## src/rtl/reg_write_scoreboard.sv

```systemverilog
// rtl/reg_write_scoreboard.sv - GPR writer tracking for load-use stall and operand forwarding
// Three writer slots (EX, MEM, WB) shift every cycle; decode operands are matched against them.
module reg_write_scoreboard #(
  parameter int CNT_W = 16
) (
  input  logic             clk,
  input  logic             reset,
  input  logic             dValid,
  input  logic [31:0]      dInst,
  input  logic             dUseRs,
  input  logic             dUseRt,
  input  logic             dWrEn,
  input  logic [4:0]       dWrReg,
  input  logic             dIsLoad,
  input  logic             flush,
  output logic             stall,
  output logic [1:0]       fwdRs,
  output logic [1:0]       fwdRt,
  output logic [CNT_W-1:0] stallCount
);

  typedef struct packed {
    logic       valid;
    logic [4:0] rd;
    logic       is_load;
  } slot_t;

  slot_t ex_q, mem_q, wb_q;

  logic [4:0] rs, rt;
  logic       rs_ex, rs_mem, rs_wb;
  logic       rt_ex, rt_mem, rt_wb;
  logic       ex_load_en;
  logic       unused_inst_bits;

  assign rs = dInst[25:21];
  assign rt = dInst[20:16];
  assign unused_inst_bits = ^{dInst[31:26], dInst[15:0]};

  // Register 0 never matches, so reads of $0 always come from the regfile.
  function automatic logic slot_hit(input logic v, input logic use_op,
                                    input logic [4:0] r, input slot_t s);
    return v && use_op && (r != 5'd0) && s.valid && (s.rd == r);
  endfunction

  function automatic logic [1:0] fwd_sel(input logic e, input logic m, input logic w);
    if (e)      return 2'd1;
    else if (m) return 2'd2;
    else if (w) return 2'd3;
    else        return 2'd0;
  endfunction

  always_comb begin
    rs_ex  = slot_hit(dValid, dUseRs, rs, ex_q);
    rs_mem = slot_hit(dValid, dUseRs, rs, mem_q);
    rs_wb  = slot_hit(dValid, dUseRs, rs, wb_q);
    rt_ex  = slot_hit(dValid, dUseRt, rt, ex_q);
    rt_mem = slot_hit(dValid, dUseRt, rt, mem_q);
    rt_wb  = slot_hit(dValid, dUseRt, rt, wb_q);

    stall = (rs_ex || rt_ex) && ex_q.is_load && !flush;

    if (stall || !dValid) begin
      fwdRs = 2'd0;
      fwdRt = 2'd0;
    end else begin
      fwdRs = fwd_sel(rs_ex, rs_mem, rs_wb);
      fwdRt = fwd_sel(rt_ex, rt_mem, rt_wb);
    end

    ex_load_en = dValid && dWrEn && !stall && !flush && (dWrReg != 5'd0);
  end

  // A stalled or flushed decode inserts a bubble; the pipeline behind it keeps draining.
  always_ff @(posedge clk) begin
    if (reset) begin
      ex_q       <= '0;
      mem_q      <= '0;
      wb_q       <= '0;
      stallCount <= '0;
    end else begin
      wb_q  <= mem_q;
      mem_q <= ex_q;
      if (ex_load_en) begin
        ex_q <= '{valid: 1'b1, rd: dWrReg, is_load: dIsLoad};
      end else begin
        ex_q <= '0;
      end
      if (stall) begin
        stallCount <= stallCount + {{(CNT_W-1){1'b0}}, 1'b1};
      end
    end
  end

endmodule
```

## config.mk

```make
export PLATFORM = sky130hd
export DESIGN_NAME = reg_write_scoreboard
export DESIGN_NICKNAME = d
export VERILOG_FILES = /design/src/rtl/reg_write_scoreboard.sv
export SDC_FILE = /design/constraint.sdc
export NUM_CORES = 1
export LEC_CHECK = 0
export CORE_ASPECT_RATIO = 1.2
export CORE_MARGIN = 3
export CORE_UTILIZATION = 47
export CTS_CLUSTER_DIAMETER = 40
export DETAILED_ROUTE_END_ITERATION = 16
export GPL_TIMING_DRIVEN = 0
export PLACE_DENSITY = 0.84
export SYNTH_ARGS = -nofsm -noshare
export SYNTH_HDL_FRONTEND = slang
export SYNTH_SLANG_ARGS = --single-unit
```

## constraint.sdc

```tcl
create_clock -name clk -period 5.9 [get_ports clk]
set_input_delay 0.885 -clock clk [delete_from_list [all_inputs] [get_ports clk]]
set_output_delay 0.885 -clock clk [all_outputs]
set_load 0.02 [all_outputs]
```

==> impl_metrics.toml <==
[setup_path]
crit_type = "in2out"
path_cells = "clkdlybuf4s50_1 -> or4_1 -> o211ai_1 -> nor3_4 -> o21ai_2 -> buf_6 -> buf_12 -> nand2_4 -> a211oi_2 -> clkdlybuf4s50_1"
crit_path_end_kind = "primary output"
cp_top_family = "buffers and inverters"
slowest_stage = "clkdlybuf4s50_1"
cpPeakStageDelay_ns = 0.63
crit_path_start_kind = "input port"
timing.critical_path.mode_cell = "clkdlybuf4s50_1"
crit_fanout = 10
r2r_start = "ex_q[4]"
cp.arrival_ns = 3.89
cp.required_ns = 5.02
crit_start = "dInst[22]"
critPathBufInv = 4

[sta]
fmax_mhz = 210
slew-limit-headroom = 0.653
hold_viol_final = 0
drv_slew = 0
worst_slew_pin_slew_ns = 0.519
fin_crit_sh = 0.809
rsz0062_at_grt = "false"
worst_slack_ns = 1.13
fin_crit_ns = 4.77
skew_ns = 0.00793
finalSetupViolations = 0
fin_tns_setup_ns = 0

[drt]
dr.pass1.iters = 4
drc = 0
drt_iter0_markers = 59
wl_per_cell_microns = 13.7
viasPerCell = 5.32
ant_nets = 0
routed_wl_mm = 4.05
vias = 1568

[clock_tree]
clk_latency_ns = 0.29
clock_path_buffers = 2
numCtsBuffers = 5
cts_setup_buffers = 0
cts_max_level = 2
cts-resized-gates = 0
postCtsHoldBufs = 0
clock_sinks = 35
root_buffer = "clkbuf_8"
cts_tree = "built"
clkTransAtPathRegs_ns = 0.06

[yosys]
synth_flop_cell = "dfxtp_1"
synth_adder_area_share = 0.00700
yosysMostFrequentCell = "dfxtp_1"
async_flop_share = 0
synth.area.top_cells = "dfxtp_1 (39%), xnor2_1 (9.8%), xor2_1 (7.8%)"
synth-edff-count = 0
synth-simple-area-share = 0.251
synth_warnings = 0
yosysTopAreaCellShare = 0.392
syn_avg_cell_area_sq_um = 9.16
synth_top_family_by_area = "simple AND/OR/NAND/NOR gates"
synth_seq_cells = 35
ys_top_cells_by_count = "dfxtp_1 (35), xnor2_1 (20), nor2_1 (18)"
yosys.area.top_type = "dfxtp_1"
seq_area_frac_synth = 0.392
post_synth_mux_area_share = 0.00560
synth_xor_area_frac = 0.176
synth_cell_type_count = 41
synth_nets = 241
synth_area_sq_um = 1790
synth_compound_area_frac = 0.119
synth_cells = 195

[finish]
areaGrowthSynthToFinish_pct = 31.6
multi_input_area_sq_um = 998
drive_gt1_frac = 0.0776
regArea_sq_um = 701
nets = 290
antenna_cells = 0
fill_cells = 267

[global_routing]
overflow = 0
antenna_found_initial = 0
grt_pass1_vias = 1469
grt_max_degree = 11
globalRouteTotalUtil = 0.189
grt_pass1_wl_mm = 6.72

[floorplanning]
dieArea_sq_um = 4580
pin_count = 66
die_w_microns = 62.3
rows = 23
fp.dieH_microns = 73.5
start_util = 0.513
core-area_sq_um = 3480

[job]
cap_violations = 0

[power_and_ir_drop]
switching_power_uw = 103
sw_frac_of_total = 0.232
power_leakage_uw = 0.000838
peakVddDrop_mv = 0.159
p_per_area_nw_per_um2 = 190
p_comb_frac = 0.093
intPower_uw = 343
power_frac_seq = 0.536
clkPwrFrac = 0.371

[worst_hold_path]
min-delay-start = "ex_q[6]"
holdCritPathClass = "reg2reg"

[status]
status = "completed"

[placed_design]
gp_congestion = 0.902
post-place-ws_ns = 1.18
dp_hpwl_mm = 2.99
port-buffer-count = 42
-- flip-flops by register name, summed over array words and instances (netlist names) --
name	flops
ex_q	7
stallCount	16
mem_q	6
wb_q	6
-- through the flow --
step,cells,util,total power (uW),area [sq um],hold slack (ns)
6_report,295,0.675,446,2350,0.478
5_1_grt,295,0.675,462,2350,0.501
4_1_cts,295,0.675,449,2350,0.478
3_5_place_dp,287,0.652,286,2270,0.469
3_3_place_gp,287,0.652,285,2270,0.469
2_1_floorplan,195,-,262,1790,0.452
-- worst paths after layout --
path                                       end  cells after the start  slack [ns]
worst min-delay path                  mem_q[6]                      1        0.48
worst max register to register  stallCount[14]                      8        3.82
worst min register to register        mem_q[6]                      1        0.48
worst max-delay path                  fwdRt[1]                     10        1.13
-- logic make-up (layout without fill, tap and decap cells) --
family	count (synthesis)	count (layout)
AOI/OAI and AO/OA	30	30
xor gates and xnor gates	36	36
adders and majority gates	1	1
buffers and inverters	15	65
DFF	35	35
muxes	1	1
and+or+nand+nor	77	77
-- power by group through the flow --
| stage | Clock (uW) | Combinational (uW) | Sequential [uW] |
|---|---|---|---|
| 2_1_floorplan | 0 | 18.2 | 244 |
| 3_3_place_gp | 0 | 40.7 | 245 |
| 3_5_place_dp | 0 | 41.1 | 245 |
| 4_1_cts | 168 | 41.5 | 239 |
| 5_1_grt | 178 | 44.8 | 239 |
| 6_report | 165 | 41.6 | 239 |
-- placed cells by master, fill, tap and decap left out, types with 5 or more instances in the layout --
master / instances
xor2_1: 16
dfxtp_1: 35
or3_1: 5
clkbuf_8: 5
nand2_1: 8
clkbuf_1: 5
xnor2_1: 20
nor2_1: 18
nor2b_1: 14
inv_1: 9
clkdlybuf4s50_1: 42
a21oi_1: 8
o211ai_1: 5
nand4_1: 8
-- layout make-up --
type	instances	share of cell area
multi-input cells	145	0.425
flip-flops and latches	35	0.298
repair buffers	42	0.179
clock buffers	7	0.0325
well taps	50	0.0266
plain buffers	6	0.0229
inverters	9	0.0144
clock inverters	1	0.00213
-- per-layer routing --
metal / global-route usage / up-vias / wire (microns)
met3: 0.0413 / 12 / 189
met1: 0.234 / 726 / 1770
met5: 0 / - / 0
met4: 0.135 / 0 / 138
met2: 0.293 / 53 / 1950
li1: - / 777 / -
Note: power is estimated with default switching activity, not from simulation.
